--- src/rtl/ret_stack_spill_if.sv ---
// ret_stack_spill_if: request, return and data-memory signals of the
// return-address stack.
// slave  = the stack itself.
// master = the surrounding control path plus the memory arbiter.
interface ret_stack_spill_if #(
  parameter int D  = 12,
  parameter int AW = 8
);
  logic          call;
  logic          ret;
  logic [D-1:0]  addr;
  logic          stall;
  logic          ret_valid;
  logic [D-1:0]  ret_target;
  logic          mem_req;
  logic          mem_we;
  logic [AW-1:0] mem_addr;
  logic [D-1:0]  mem_wdata;
  logic [D-1:0]  mem_rdata;
  logic          mem_ack;
  logic          err_overflow;
  logic          err_underflow;

  modport slave (
    input  call, ret, addr, mem_rdata, mem_ack,
    output stall, ret_valid, ret_target, mem_req, mem_we, mem_addr, mem_wdata,
           err_overflow, err_underflow
  );

  modport master (
    output call, ret, addr, mem_rdata, mem_ack,
    input  stall, ret_valid, ret_target, mem_req, mem_we, mem_addr, mem_wdata,
           err_overflow, err_underflow
  );
endinterface

--- src/rtl/ret_stack_spill.sv ---
// ret_stack_spill: return-address stack kept in an on-chip circular buffer.
// Define RAS_SPILL_EN to spill the oldest entry to data memory on overflow
// and fill it back on underflow. Without it, the block is a plain stack:
// overflow overwrites the oldest entry, and the memory port and stall are
// tied low.
module ret_stack_spill #(
  parameter int            D           = 12,
  parameter int            STACK_DEPTH = 8,
  parameter int            AW          = 8,
  parameter logic [AW-1:0] MEM_BASE    = 8'hE0,
  parameter int            SPILL_MAX   = 32
) (
  input logic              clk,
  input logic              reset,
  ret_stack_spill_if.slave bus
);
  localparam int PW = $clog2(STACK_DEPTH);
  localparam int CW = PW + 1;

  // top_q is the next free slot; the newest entry sits just below it and the
  // oldest entry is cnt_q slots below it (modulo the depth).
  logic [D-1:0]  stk_q [STACK_DEPTH];
  logic [PW-1:0] top_q, top_d;
  logic [CW-1:0] cnt_q, cnt_d;
  logic          err_ovf_q, err_ovf_d;
  logic          err_unf_q, err_unf_d;

  logic          wr_en;
  logic [D-1:0]  wr_data;
  logic          full, empty;
  logic [D-1:0]  top_entry;

  logic          stall_c;
  logic          rv_c;
  logic [D-1:0]  rt_c;

  assign full      = (cnt_q == CW'(STACK_DEPTH));
  assign empty     = (cnt_q == '0);
  assign top_entry = stk_q[top_q - 1'b1];

`ifdef RAS_SPILL_EN
  localparam int SW = $clog2(SPILL_MAX + 1);

  typedef enum logic [1:0] {IDLE, SPILL, FILL} state_t;

  state_t        state_q, state_d;
  logic [SW-1:0] scnt_q, scnt_d;
  logic          mem_req_q, mem_req_d;
  logic          mem_we_q, mem_we_d;
  logic [AW-1:0] mem_addr_q, mem_addr_d;
  logic [D-1:0]  mem_wdata_q, mem_wdata_d;
  logic [D-1:0]  old_entry;
  logic          ack;
  logic          spill_room;

  assign old_entry  = stk_q[top_q - PW'(cnt_q)];
  assign ack        = bus.mem_ack & mem_req_q;
  assign spill_room = (scnt_q != SW'(SPILL_MAX));

  assign bus.mem_req   = mem_req_q;
  assign bus.mem_we    = mem_we_q;
  assign bus.mem_addr  = mem_addr_q;
  assign bus.mem_wdata = mem_wdata_q;
`else
  logic unused_in;
  assign unused_in = ^{bus.mem_rdata, bus.mem_ack, MEM_BASE, SPILL_MAX};

  assign bus.mem_req   = 1'b0;
  assign bus.mem_we    = 1'b0;
  assign bus.mem_addr  = '0;
  assign bus.mem_wdata = '0;
`endif

  assign bus.stall         = stall_c;
  assign bus.ret_valid     = rv_c;
  assign bus.ret_target    = rt_c;
  assign bus.err_overflow  = err_ovf_q;
  assign bus.err_underflow = err_unf_q;

  // Next-state logic: push/pop in IDLE, memory transaction tracking otherwise.
  // The IDLE push/pop chain is shared by both builds; with spill enabled it
  // becomes the final else-branch after the SPILL/FILL handling.
  always_comb begin
    top_d     = top_q;
    cnt_d     = cnt_q;
    err_ovf_d = err_ovf_q;
    err_unf_d = err_unf_q;
    wr_en     = 1'b0;
    wr_data   = bus.addr + 1'b1;
    stall_c   = 1'b0;
    rv_c      = 1'b0;
    rt_c      = '0;
`ifdef RAS_SPILL_EN
    state_d     = state_q;
    scnt_d      = scnt_q;
    mem_req_d   = mem_req_q;
    mem_we_d    = mem_we_q;
    mem_addr_d  = mem_addr_q;
    mem_wdata_d = mem_wdata_q;
    if (state_q == SPILL) begin
      stall_c = 1'b1;
      if (ack) begin
        scnt_d    = scnt_q + 1'b1;
        cnt_d     = cnt_q - 1'b1;
        mem_req_d = 1'b0;
        state_d   = IDLE;
      end
    end else if (state_q == FILL) begin
      stall_c = ~ack;
      if (ack) begin
        rv_c      = 1'b1;
        rt_c      = bus.mem_rdata;
        scnt_d    = scnt_q - 1'b1;
        mem_req_d = 1'b0;
        state_d   = IDLE;
      end
    end else
`endif
    if (bus.call) begin
`ifdef RAS_SPILL_EN
      if (full && spill_room) begin
        stall_c     = 1'b1;
        state_d     = SPILL;
        mem_req_d   = 1'b1;
        mem_we_d    = 1'b1;
        mem_addr_d  = MEM_BASE + AW'(scnt_q);
        mem_wdata_d = old_entry;
      end else
`endif
      begin
        // When full, writing at top lands on the oldest slot: an overwrite.
        wr_en = 1'b1;
        top_d = top_q + 1'b1;
        if (full) begin
          err_ovf_d = 1'b1;
        end else begin
          cnt_d = cnt_q + 1'b1;
        end
      end
    end else if (bus.ret) begin
      if (!empty) begin
        rv_c  = 1'b1;
        rt_c  = top_entry;
        top_d = top_q - 1'b1;
        cnt_d = cnt_q - 1'b1;
      end
`ifdef RAS_SPILL_EN
      else if (scnt_q != '0) begin
        stall_c    = 1'b1;
        state_d    = FILL;
        mem_req_d  = 1'b1;
        mem_we_d   = 1'b0;
        mem_addr_d = MEM_BASE + AW'(scnt_q) - 1'b1;
      end
`endif
      else begin
        err_unf_d = 1'b1;
      end
    end
  end

  // State, buffer and registered memory-port outputs.
  always_ff @(posedge clk or posedge reset) begin
    if (reset) begin
      for (int unsigned i = 0; i < STACK_DEPTH; i++) stk_q[i] <= '0;
      top_q     <= '0;
      cnt_q     <= '0;
      err_ovf_q <= 1'b0;
      err_unf_q <= 1'b0;
`ifdef RAS_SPILL_EN
      state_q     <= IDLE;
      scnt_q      <= '0;
      mem_req_q   <= 1'b0;
      mem_we_q    <= 1'b0;
      mem_addr_q  <= '0;
      mem_wdata_q <= '0;
`endif
    end else begin
      if (wr_en) stk_q[top_q] <= wr_data;
      top_q     <= top_d;
      cnt_q     <= cnt_d;
      err_ovf_q <= err_ovf_d;
      err_unf_q <= err_unf_d;
`ifdef RAS_SPILL_EN
      state_q     <= state_d;
      scnt_q      <= scnt_d;
      mem_req_q   <= mem_req_d;
      mem_we_q    <= mem_we_d;
      mem_addr_q  <= mem_addr_d;
      mem_wdata_q <= mem_wdata_d;
`endif
    end
  end
endmodule

--- src/flat_wrapper.sv ---
// flat-port wrapper written by rule: the top's interface ports become plain ports
module ret_stack_spill_flat 
#(
  parameter int            D           = 12,
  parameter int            STACK_DEPTH = 8,
  parameter int            AW          = 8,
  parameter logic [AW-1:0] MEM_BASE    = 8'hE0,
  parameter int            SPILL_MAX   = 32
)
  (clk, reset, bus_call, bus_ret, bus_addr, bus_mem_rdata, bus_mem_ack, bus_stall, bus_ret_valid, bus_ret_target, bus_mem_req, bus_mem_we, bus_mem_addr, bus_mem_wdata, bus_err_overflow, bus_err_underflow);
  ret_stack_spill_if #(.D(D), .AW(AW)) bus_i ();
  input logic clk;
  input logic reset;
  input wire logic [$bits(bus_i.call)-1:0] bus_call;
  input wire logic [$bits(bus_i.ret)-1:0] bus_ret;
  input wire logic [$bits(bus_i.addr)-1:0] bus_addr;
  input wire logic [$bits(bus_i.mem_rdata)-1:0] bus_mem_rdata;
  input wire logic [$bits(bus_i.mem_ack)-1:0] bus_mem_ack;
  output wire logic [$bits(bus_i.stall)-1:0] bus_stall;
  output wire logic [$bits(bus_i.ret_valid)-1:0] bus_ret_valid;
  output wire logic [$bits(bus_i.ret_target)-1:0] bus_ret_target;
  output wire logic [$bits(bus_i.mem_req)-1:0] bus_mem_req;
  output wire logic [$bits(bus_i.mem_we)-1:0] bus_mem_we;
  output wire logic [$bits(bus_i.mem_addr)-1:0] bus_mem_addr;
  output wire logic [$bits(bus_i.mem_wdata)-1:0] bus_mem_wdata;
  output wire logic [$bits(bus_i.err_overflow)-1:0] bus_err_overflow;
  output wire logic [$bits(bus_i.err_underflow)-1:0] bus_err_underflow;
  assign bus_i.call = bus_call;
  assign bus_i.ret = bus_ret;
  assign bus_i.addr = bus_addr;
  assign bus_i.mem_rdata = bus_mem_rdata;
  assign bus_i.mem_ack = bus_mem_ack;
  assign bus_stall = bus_i.stall;
  assign bus_ret_valid = bus_i.ret_valid;
  assign bus_ret_target = bus_i.ret_target;
  assign bus_mem_req = bus_i.mem_req;
  assign bus_mem_we = bus_i.mem_we;
  assign bus_mem_addr = bus_i.mem_addr;
  assign bus_mem_wdata = bus_i.mem_wdata;
  assign bus_err_overflow = bus_i.err_overflow;
  assign bus_err_underflow = bus_i.err_underflow;
  ret_stack_spill #(.D(D), .STACK_DEPTH(STACK_DEPTH), .AW(AW), .MEM_BASE(MEM_BASE), .SPILL_MAX(SPILL_MAX)) u_core (.clk(clk), .reset(reset), .bus(bus_i));
endmodule
--- config.mk ---
export PLATFORM = sky130hd
export DESIGN_NAME = ret_stack_spill_flat
export DESIGN_NICKNAME = d
export VERILOG_FILES = /design/src/rtl/ret_stack_spill_if.sv /design/src/rtl/ret_stack_spill.sv /design/src/flat_wrapper.sv
export SDC_FILE = /design/constraint.sdc
export NUM_CORES = 1
export LEC_CHECK = 0
export ABC_AREA = 1
export CAP_MARGIN = 20
export CORE_MARGIN = 2
export CORE_UTILIZATION = 45
export DETAILED_ROUTE_END_ITERATION = 10
export PLACE_DENSITY = 0.75
export SLEW_MARGIN = 5
export SYNTH_ARGS = -nofsm -noshare
export SYNTH_HDL_FRONTEND = slang
export SYNTH_SLANG_ARGS = --single-unit
--- constraint.sdc ---
create_clock -name clk -period 3.45 [get_ports clk]
set_input_delay 0.5175 -clock clk [delete_from_list [all_inputs] [get_ports clk]]
set_output_delay 0.5175 -clock clk [all_outputs]
set_load 0.01 [all_outputs]
==> results of run 1 <==
[synth_stat cells, types with 2 or more instances]
master and n:
nand2_1 266, nor2_1 118, dfrtp_1 105, o21ai_0 77
nand3_1 62, inv_1 58, buf_4 23, clkbuf_1 17
buf_2 11, nand4_1 6, xor2_1 6, ha_1 5
inv_2 4, o211ai_1 3, a21oi_1 2, buf_1 2
nor2_4 2, o21bai_1 2
[worst max-delay path by stage]
stage	start	end	slack (ns)	cells after the start
4_1_cts	u_core.top_q[1]$_DFFE_PP0P_	bus_ret_target[7]	0.03	9
3_3_place_gp	bus_ret	bus_ret_target[7]	0.42	6
6_report	u_core.top_q[1]$_DFFE_PP0P_	bus_ret_target[7]	0.23	9
3_5_place_dp	bus_ret	bus_ret_target[7]	0.41	6
2_1_floorplan	reset	u_core.bus.err_overflow$_DFFE_PP0P_	0.17	1
5_1_grt	u_core.top_q[1]$_DFFE_PP0P_	bus_ret_target[4]	0.03	9
[layout by cell type, fill, tap and decap left out, types with 2 or more instances in the layout]
cell / n
o211ai_1: 3
nand3_1: 62
inv_1: 57
o21bai_1: 2
a21oi_1: 2
inv_2: 3
conb_1: 23
ha_1: 4
dfrtp_1: 104
inv_4: 2
nor2_4: 2
o21ai_0: 77
nand4_1: 6
xor2_1: 6
clkdlybuf4s50_1: 30
nor2_1: 118
clkbuf_1: 2
clkbuf_16: 9
bufinv_16: 2
nand2_1: 266
buf_4: 13
[cell families after synthesis]
group,share of synthesized area
compound gates,0.0796
xor+xnor,0.0110
fa+ha+maj,0.0148
buf+inv,0.0959
flops,0.469
other cells,0.000670
simple gates,0.329
[worst max-delay path, stage by stage (launching register included)]
cell	delay, ns
dfrtp_1	0.49
inv_1	0.10
ha_2	0.46
inv_4	0.18
nor2_1	0.14
nand2_1	0.06
nand3_1	0.07
nand2_1	0.06
nor2_1	0.20
clkdlybuf4s50_1	0.58
[metal layers]
metal  global-route usage  part of all wire  up-vias
met5                    0                 0        -
met2                0.349              0.46      159
met4               0.0876             0.027        0
met1                0.313              0.45     2309
li1                     -                 -     2425
met3               0.0350             0.061       32
[flip-flops by register name, summed over array words and instances (netlist names)]
| register | count |
|---|---|
| u_core.bus.err_overflow | 1 |
| u_core.top_q | 3 |
| u_core.cnt_q | 4 |
| u_core.stk_q | 96 |
| u_core.bus.err_underflow | 1 |
[power by group through the flow]
stage	sequential (mW)	clock (mW)	combinational (mW)
finish	2.09	1.09	2.96
global route	2.16	1.15	3.38
CTS	2.09	1.11	2.95
detailed placement	2.10	0	2.93
global placement	2.08	0	2.87
floorplan	2.04	0	2.14
[layout make-up]
type | count | area [µm²]
sequential | 105 | 2630
timing repair buffer | 44 | 418
inverter | 62 | 238
multi-input combinational | 580 | 2530
clock inverter | 3 | 65.1
tap | 168 | 210
fill | 1166 | 5730
clock buffer | 12 | 246
[through the flow]
step	std cells	hold WS, ns	worst slack, ns	cell area (µm²)
floorplan	801	0.443	0.172	5680
global placement	959	0.453	0.417	6020
detailed placement	959	0.460	0.413	6020
CTS	974	0.475	0.0289	6330
global route	974	0.498	0.0277	6330
finish	974	0.467	0.233	6330
==> summary.md, run 1 <==
| Metric | Value |
|---|---|
| Final routed DRC violation total | 0 |
| Status | finished clean |
| Hold depth | 1 |
| Mapped Avg Cell Area | 7.19 µm² |
| DIE HEIGHT | 116 µm |
| WL final | 14.0 mm |
| Initial Utilization | 0.464 |
| DIE WIDTH | 116 µm |
| Crit path DAT | 2.70 ns |
| Worst setup SP type | register |
| Slew Limit Fails | 0 |
| PwrDens | 970 mW/mm² |
| Crit Path Category | reg -> out |
| RSZ-0062 raised after global routing | false |
| Slew headroom | 0.489 |
| Worst skew pair latency | 0.35 ns |
| Required time of the critical path | 2.93 ns |
| Total GRT Usage | 0.223 |
| Layout cells sized above 1 | 0.0509 |
| CTS Root Cell | clkbuf_16 |
| Clock power share | 0.177 |
| Hold path start | u_core.bus.err_overflow$_DFFE_PP0P_ |
| Input/output buffers | 30 |
| Leak | 3.24 nW |
| Fin crit period | 3.22 ns |
| Post-DRT Antenna Nets | 0 |
| Switch share | 0.424 |
| H-tree Lvls | 3 |
| Post-CTS Resized | 0 |
| Hold crit path type | reg -> reg |
| DR vias/cell | 5.06 |
| Reg clk slew, reported paths | 0.07 ns |
| Post-synthesis sequential area ratio | 0.469 |
| Largest net degree at the start of global routing | 71 |
| Iter 0 DRT Violations | 398 |
| Flops & latches, synth | 105 |
| Clock Tree Buf Depth | 2 |
| Die area | 0.0133 mm² |
| Biggest area consumer among synthesized cells | dfrtp_1 |
| Rows | 40 |
| Final Cycle Share | 0.932 |
| Synth top area cells | dfrtp_1 (47%), nand2_1 (18%), nor2_1 (7.9%) |
| Top_reg_cell synth | dfrtp_1 |
| Post-CTS setup buffers | 0 |
| Crit end category | primary output |
| Post-Synthesis Cells | 779 |
| Inserted Diodes | 0 |
| Antenna violations before repair | 0 |
| Post-synth EDFFs | 0 |
| Vias in the first global route | 4441 |
| First-pass GRT wire length | 22.8 mm |
| Post-synthesis async set-or-reset flop share | 1.00 |
| Clk sink count | 105 |
| Total core area | 0.0121 mm² |
| Setup violations, final | 0 |
| Overflow after GRT | 0 |
| Internal | 3.54 mW |
| CTS tree | yes |
| VDD IR max | 538 µV |
| Final design utilization | 0.525 |
| Max FO, Critical Path | 28 |
| Yosys cell types | 28 |
| FMAX | 311 MHz |
| GP Congestion | 0.864 |
| Area delta synth->final | 13.1% |
| Synth Warn # | 0 |
| R2R Path Start | u_core.top_q[0]$_DFFE_PP0P_ |
| Post-DP HPWL | 9.06 mm |
| Worst reg-to-reg path cell count | 7 |
| Netlist Area Pre-Place | 0.00560 mm² |
| WHS Endpoint | u_core.bus.err_overflow$_DFFE_PP0P_ |
| # IOs | 67 |
| Reg2Reg Capture Point | u_core.stk_q[4]$_DFFE_PP0P_ |
| CTS Hold Bufs | 0 |
| Clock Skews | 0.00614 ns |
| Sequential Power Share | 0.340 |
| Endpoints failing hold | 0 |
| Via count | 4925 |
| Nets | 837 |
| Yosys top cell area share | 0.469 |
| TritonRoute pass-1 iters | 5 |
| Comb pwr share | 0.482 |
| Slew @ Worst Pin | 0.767 ns |
| Design Power | 6.14 mW |
| Total CTS buffers | 9 |
| Setup TNS Final | 0 ns |
| Total net switching power | 2.60 mW |
| Maxcap violations | 0 |
| Drt wl/cell | 14.3 µm |
| Flop-to-flop setup slack | 1.27 ns |
Note: power is estimated with default switching activity, not from simulation.
==> run 2, diff against run 1 <==
--- a/config.mk
+++ b/config.mk
@@ -5,12 +5,13 @@
 export SDC_FILE = /design/constraint.sdc
 export NUM_CORES = 1
 export LEC_CHECK = 0
-export ABC_AREA = 1
+export ABC_AREA = 0
 export CAP_MARGIN = 20
 export CORE_MARGIN = 2
 export CORE_UTILIZATION = 45
+export CTS_BUF_LIST = sky130_fd_sc_hd__clkbuf_8
 export DETAILED_ROUTE_END_ITERATION = 10
-export PLACE_DENSITY = 0.75
+export PLACE_DENSITY = 0.76
 export SLEW_MARGIN = 5
 export SYNTH_ARGS = -nofsm -noshare
 export SYNTH_HDL_FRONTEND = slang
==> summary.md, run 2 <==
| Metric | Value |
|---|---|
| Clock Tree Buf Depth | 2 (unchanged) |
| Post-CTS setup buffers | 0 (unchanged) |
| Commonest non-fill, non-tap cell in the layout | dfrtp_1 |
| Total CTS buffers | 9 (unchanged) |
| Vias in the first global route | 3574 (-20%) |
| Sequential Power Share | 0.396 (+0.056) |
| Fin crit period | 3.21 ns (-0.00874 ns) |
| Clk sink count | 105 (unchanged) |
| TritonRoute pass-1 iters | 5 (unchanged) |
| Yosys top cell area share | 0.516 (+0.0462) |
| Top_reg_cell synth | dfrtp_1 |
| Synth top cells by count | dfrtp_1 (105), nand2_1 (76), a21oi_1 (58) |
| Maxcap violations | 0 (unchanged) |
| Crit path DAT | 2.69 ns (about the same) |
| Most frequent cell after synthesis | dfrtp_1 |
| Inserted Diodes | 0 (unchanged) |
| Worst setup SP type | register |
| Input/output buffers | 30 (unchanged) |
| Iter 0 DRT Violations | 256 (-36%) |
| Area delta synth->final | 10.7% |
| Final Cell Area | 0.00564 mm² (-11%) |
| PwrDens | 973 mW/mm² (+0.39%) |
| Switch share | 0.368 (-0.0563) |
| Endpoints failing hold | 0 (unchanged) |
| Largest register FFs | 96 (unchanged) |
| Biggest register | u_core.stk_q |
| Design Power | 5.49 mW (-11%) |
| Placed Area | 0.00546 mm² (-9.3%) |
| Leak | 2.40 nW (-26%) |
| Yosys cell types | 37 (+32%) |
| FMAX | 312 MHz (+0.27%) |
| CTS Root Cell | clkbuf_8 |
| Die area | 0.0122 mm² (-8.7%) |
| Final Hold Slack | 0.482 ns (+0.0144 ns) |
| Post-synthesis sequential area ratio | 0.516 (+0.0462) |
| GP Congestion | 0.799 (-7.5%) |
| Total GRT Usage | 0.188 (-0.0346) |
| Layout cells sized above 1 | 0.140 (+0.0895) |
| Largest net degree at the start of global routing | 77 (+8.5%) |
| R2R Path Start | u_core.top_q[0]$_DFFE_PP0P_ |
| Post-synth EDFFs | 0 (unchanged) |
| Required time of the critical path | 2.93 ns (about the same) |
| Worst skew pair latency | 0.36 ns (about the same) |
| Total net switching power | 2.02 mW (-22%) |
| Final routed DRC violation total | 0 (unchanged) |
| Final Cycle Share | 0.930 (-0.00253) |
| WL final | 11.0 mm (-21%) |
| Rows | 38 (-5.0%) |
| Status | finished clean |
| Crit end category | primary output |
| Post-synthesis async set-or-reset flop share | 1.00 (unchanged) |
| DIE HEIGHT | 110 µm (-4.4%) |
| Reg clk slew, reported paths | 0.09 ns (+0.02 ns) |
| Worst reg-to-reg path cell count | 5 (-2) |
| Post-DP HPWL | 7.42 mm (-18%) |
| Synth Warn # | 0 (unchanged) |
| Comb pwr share | 0.470 (-0.012) |
| DIE WIDTH | 110 µm (-4.4%) |
| Antenna violations before repair | 0 (unchanged) |
| Slew @ Worst Pin | 0.962 ns (+0.196 ns) |
| Internal | 3.47 mW (-1.8%) |
| Post-Synthesis Cells | 487 (-37%) |
| Most frequent cells in the layout | dfrtp_1 (104), nand2_1 (76), a21oi_1 (58) |
| Synth top area cells | dfrtp_1 (52%), mux4_2 (11%), a21oi_1 (5.7%) |
| Max FO, Critical Path | 17 (-39%) |
| Hold depth | 1 (unchanged) |
| Total core area | 0.0109 mm² (-9.3%) |
| Flop-to-flop setup slack | 1.29 ns (+0.02 ns) |
| # fillers | 958 (-18%) |
| DR vias/cell | 5.51 (+8.9%) |
| Top flop regs | u_core.stk_q (96), u_core.cnt_q (4), u_core.top_q (3) |
| VDD IR max | 468 µV (-13%) |
| Clock power share | 0.134 (-0.043) |
| Hold path start | u_core.bus.err_overflow$_DFFE_PP0P_ |
| RSZ-0062 raised after global routing | false |
| H-tree Lvls | 3 (unchanged) |
| # IOs | 67 (unchanged) |
| Setup violations, final | 0 (unchanged) |
| Hold crit path type | reg -> reg |
| Crit Path Category | reg -> out |
| Reg2Reg Capture Point | u_core.stk_q[8]$_DFFE_PP0P_ |
| CTS tree | yes |
| Via count | 3595 (-27%) |
| Biggest area consumer among synthesized cells | dfrtp_1 |
| Overflow after GRT | 0 (unchanged) |
| Setup TNS Final | 0 ns (unchanged) |
| Slew headroom | 0.358 (-0.130) |
| Netlist Area Pre-Place | 0.00510 mm² (-9.0%) |
| Initial Utilization | 0.466 (+0.00191) |
| Post-DRT Antenna Nets | 0 (unchanged) |
| First-pass GRT wire length | 18.5 mm (-19%) |
| Nets | 545 (-35%) |
| Slew Limit Fails | 0 (unchanged) |
| Drt wl/cell | 16.9 µm (+18%) |
| WHS Endpoint | u_core.bus.err_overflow$_DFFE_PP0P_ |
| Clock Skews | 0.00809 ns (+0.00195 ns) |
| Mapped Avg Cell Area | 10.5 µm² (+46%) |
| Flops & latches, synth | 105 (unchanged) |
## run 2: changes by cell type after synthesis, sizes merged, moves of 8 or more
cell / before / now
buf: 36 / 44
mux4: 0 / 24
nor2: 121 / 49
o21ai: 78 / 46
nand3: 62 / 4
mux2: 0 / 9
a21oi: 2 / 58
nand2: 267 / 76
xnor2: 1 / 13
inv: 62 / 9
## run 2: worst max-delay path by stage
| stage | from | endpoint | slack, ns |
|---|---|---|---|
| floorplan | reset | u_core.bus.err_overflow$_DFFE_PP0P_ | 0.17 |
| global placement | bus_ret | bus_ret_target[4] | 0.38 |
| detailed placement | bus_ret | bus_ret_target[4] | 0.31 |
| CTS | u_core.top_q[1]$_DFFE_PP0P_ | bus_ret_target[7] | 0.13 |
| global route | u_core.top_q[1]$_DFFE_PP0P_ | bus_ret_target[4] | 0.11 |
| finish | u_core.top_q[1]$_DFFE_PP0P_ | bus_ret_target[7] | 0.24 |
## run 2: worst max-delay path, cell delays in order (launching register included)
cell and delay [ns]:
dfrtp_2 0.48, inv_2 0.08, ha_1 0.35, buf_12 0.20, mux4_2 0.53, nand2_1 0.10, a21oi_1 0.08, clkdlybuf4s50_1 0.50
## run 2: cell type report
cell class | count | area [µm²] | share of cell area
clock buffer | 10 | 138 | 0.0244
clock inverter | 4 | 46.3 | 0.00820
inverter | 9 | 36.3 | 0.00643
multi-input combinational | 340 | 2190 | 0.389
sequential | 105 | 2630 | 0.466
tap | 140 | 175 | 0.0310
timing repair buffer | 45 | 425 | 0.0754
## run 2: timing repair
item / CTS / global route
resized for setup: 0 / 1
hold buffers: 0 / 0
setup endpoints to repair: 0 / 1
## run 2: power groups by stage
stage                     Combinational (mW)  Clock [mW]  Sequential (mW)
after global routing                    2.87       0.802             2.24
after CTS                               2.60       0.745             2.17
after floorplan                         1.94           0             2.08
final                                   2.58       0.734             2.17
after global placement                  2.52           0             2.14
after detailed placement                2.59           0             2.19
## run 2: logic make-up after synthesis
group           synth area share
mux                        0.128
xor+xnor                  0.0292
buf+inv                   0.0712
other cells             0.000736
fa+ha+maj                 0.0162
flops                      0.516
simple gates               0.125
compound gates             0.114
## run 2: per-layer routing
| layer | global-route usage | routed length (µm) | up-vias |
|---|---|---|---|
| li1 | - | - | 1666 |
| met2 | 0.315 | 5520 | 135 |
| met1 | 0.257 | 4670 | 1784 |
| met5 | 0 | 0 | - |
| met4 | 0.0367 | 78 | 0 |
| met3 | 0.0417 | 780 | 10 |
## run 2: through the flow
step,util,std cells,setup slack (ns)
floorplan,-,509,0.172
global placement,0.499,639,0.378
detailed placement,0.499,639,0.309
CTS,0.516,653,0.135
global route,0.516,653,0.110
finish,0.516,653,0.242
==> run 3, diff against run 2 <==
--- a/config.mk
+++ b/config.mk
@@ -11,7 +11,7 @@
 export CORE_UTILIZATION = 45
 export CTS_BUF_LIST = sky130_fd_sc_hd__clkbuf_8
 export DETAILED_ROUTE_END_ITERATION = 10
-export PLACE_DENSITY = 0.76
+export PLACE_DENSITY = 0.73
 export SLEW_MARGIN = 5
 export SYNTH_ARGS = -nofsm -noshare
 export SYNTH_HDL_FRONTEND = slang
==> constraint.sdc (replaced) <==
create_clock -name clk -period 4 [get_ports clk]
set_input_delay 0.6 -clock clk [delete_from_list [all_inputs] [get_ports clk]]
set_output_delay 0.6 -clock clk [all_outputs]
set_load 0.01 [all_outputs]
==> summary.md, run 3 (synthesized netlist as in run 2, its figures left out) <==
| Metric | Value |
|---|---|
| Overflow after GRT | 0 (unchanged) |
| Fin crit period | 3.59 ns |
| Clock Tree Buf Depth | 2 (unchanged) |
| Nets | 543 (-0.37%) |
| Slew @ Worst Pin | 0.889 ns (-0.0730 ns) |
| VDD IR max | 354 µV (-24%) |
| Setup violations, final | 0 (unchanged) |
| Post-DP HPWL | 7.70 mm (+3.8%) |
| Endpoints failing hold | 0 (unchanged) |
| CP max stage delay | 0.57 ns (+0.04 ns) |
| Largest register FFs | 96 (unchanged) |
| Clk sink count | 105 (unchanged) |
| Worst setup SP type | register |
| Setup TNS Final | 0 ns (unchanged) |
| DIE HEIGHT | 110 µm (unchanged) |
| Clock Skews | 0.0144 ns (+0.00635 ns) |
| Hold depth | 1 (unchanged) |
| Worst skew pair latency | 0.36 ns (about the same) |
| Die area | 0.0122 mm² (unchanged) |
| Post-DRT Antenna Nets | 0 (unchanged) |
| PwrDens | 840 mW/mm² (-14%) |
| Required time of the critical path | 3.40 ns (+0.47 ns) |
| Most frequent cells in the layout | dfrtp_1 (105), nand2_1 (76), a21oi_1 (58) |
| First-pass GRT wire length | 18.5 mm (+0.34%) |
| WHS Endpoint | u_core.bus.err_overflow$_DFFE_PP0P_ |
| Flop-to-flop setup slack | 1.90 ns (+0.61 ns) |
| Input/output buffers | 30 (unchanged) |
| Design Power | 4.74 mW (-14%) |
| Drt wl/cell | 17.0 µm (+0.38%) |
| Final Cycle Share | 0.897 |
| # IOs | 67 (unchanged) |
| CTS Hold Bufs | 0 (unchanged) |
| Post-CTS Resized | 0 (unchanged) |
| DIE WIDTH | 110 µm (unchanged) |
| Inserted Diodes | 0 (unchanged) |
| FMAX | 279 MHz |
| Total core area | 0.0109 mm² (unchanged) |
| Total CTS buffers | 9 (unchanged) |
| Rows | 38 (unchanged) |
| Total GRT Usage | 0.189 (+0.000594) |
| Cell Chain, Critical Path | inv_2 -> ha_1 -> buf_4 -> mux4_2 -> nand2_1 -> a21oi_1 -> clkdlybuf4s50_1 |
| Leak | 2.40 nW (about the same) |
| R2R Path Start | u_core.top_q[0]$_DFFE_PP0P_ |
| CTS Root Cell | clkbuf_8 |
| Max FO, Critical Path | 8 (-9) |
| CP max-delay cell | ha_1 |
| Top flop regs | u_core.stk_q (96), u_core.cnt_q (4), u_core.top_q (3) |
| CTS tree | yes |
| Commonest non-fill, non-tap cell in the layout | dfrtp_1 |
| WL final | 11.1 mm (+0.23%) |
| Worst reg-to-reg path cell count | 3 (-2) |
| Crit path DAT | 2.99 ns (+0.30 ns) |
| Final routed DRC violation total | 0 (unchanged) |
| TritonRoute pass-1 iters | 4 (-1) |
| GP Congestion | 0.777 (-2.8%) |
| Slew headroom | 0.407 (+0.0487) |
| Initial Utilization | 0.466 (unchanged) |
| Hold crit path type | reg -> reg |
| Slew Limit Fails | 0 (unchanged) |
| Area delta synth->final | 10.7% (about the same) |
| Pre-CTS setup slack | 0.711 ns (+0.402 ns) |
| Biggest register | u_core.stk_q |
| Layout cells sized above 1 | 0.135 (-0.00559) |
| Post-CTS setup buffers | 0 (unchanged) |
| Reg clk slew, reported paths | 0.10 ns (about the same) |
| Crit end category | primary output |
| Via count | 3538 (-1.6%) |
| Maxcap violations | 0 (unchanged) |
| Crit Path Category | reg -> out |
| Antenna violations before repair | 0 (unchanged) |
| Final design utilization | 0.516 (about the same) |
| Worst setup margin | 0.410 ns (+0.168 ns) |
| RSZ-0062 raised after global routing | false |
| Hold path start | u_core.bus.err_overflow$_DFFE_PP0P_ |
| H-tree Lvls | 3 (unchanged) |
| Iter 0 DRT Violations | 171 (-33%) |
| Reg2Reg Capture Point | u_core.stk_q[13]$_DFFE_PP0P_ |
| Largest net degree at the start of global routing | 73 (-5.2%) |
| Status | finished clean |
| DR vias/cell | 5.43 (-1.4%) |
| Vias in the first global route | 3639 (+1.8%) |
run 3: through the flow:
stage | instance area [µm²] | cells | hold WS (ns)
floorplan | 5180 | 509 | 0.445
global placement | 5440 | 637 | 0.453
detailed placement | 5440 | 637 | 0.457
CTS | 5640 | 652 | 0.480
global route | 5640 | 652 | 0.489
finish | 5640 | 652 | 0.480
run 3: critical path, delay by kind of cell (launching register included):
family,cells,cell delay [ns]
AO/OA/AOI/OAI,1,0.10
adder cells (fa/ha/maj),1,0.57
buffers and inverters,3,0.85
flip-flops,1,0.54
multiplexers,1,0.49
AND/OR/NAND/NOR,1,0.09
run 3: power breakdown:
group | total [mW] | internal, mW | switching [mW]
combinational | 2.20 | 1.10 | 1.10
clock | 0.658 | 0.317 | 0.341
sequential | 1.88 | 1.57 | 0.309
run 3: worst max path at each step:
stage / from / depth (start not counted) / slack, ns / end
after global placement: bus_ret / 4 / 0.71 / bus_ret_target[4]
after global routing: u_core.top_q[1]$_DFFE_PP0P_ / 7 / 0.23 / bus_ret_target[2]
final: u_core.top_q[1]$_DFFE_PP0P_ / 7 / 0.41 / bus_ret_target[7]
after CTS: u_core.top_q[1]$_DFFE_PP0P_ / 7 / 0.40 / bus_ret_target[8]
after detailed placement: bus_ret / 4 / 0.71 / bus_ret_target[4]
after floorplan: reset / 1 / 0.64 / u_core.bus.err_overflow$_DFFE_PP0P_
run 3: metal layers:
metal / wire (µm) / part of all wire / vias up / GRT usage
met1: 4720 / 0.43 / 1764 / 0.256
met3: 671 / 0.061 / 2 / 0.0335
met2: 5640 / 0.51 / 107 / 0.321
met4: 43 / 0.0039 / 0 / 0.0442
met5: 0 / 0 / - / 0
li1: - / - / 1665 / -
run 3: area by class of cell:
| cell class | count | area (µm²) |
|---|---|---|
| Clock buffer | 11 | 151 |
| Clock inverter | 4 | 45.0 |
| Fill cell | 969 | 5300 |
| Inverter | 9 | 36.3 |
| Multi-Input combinational cell | 340 | 2190 |
| Sequential cell | 105 | 2630 |
| Tap cell | 140 | 175 |
| Timing Repair Buffer | 43 | 410 |
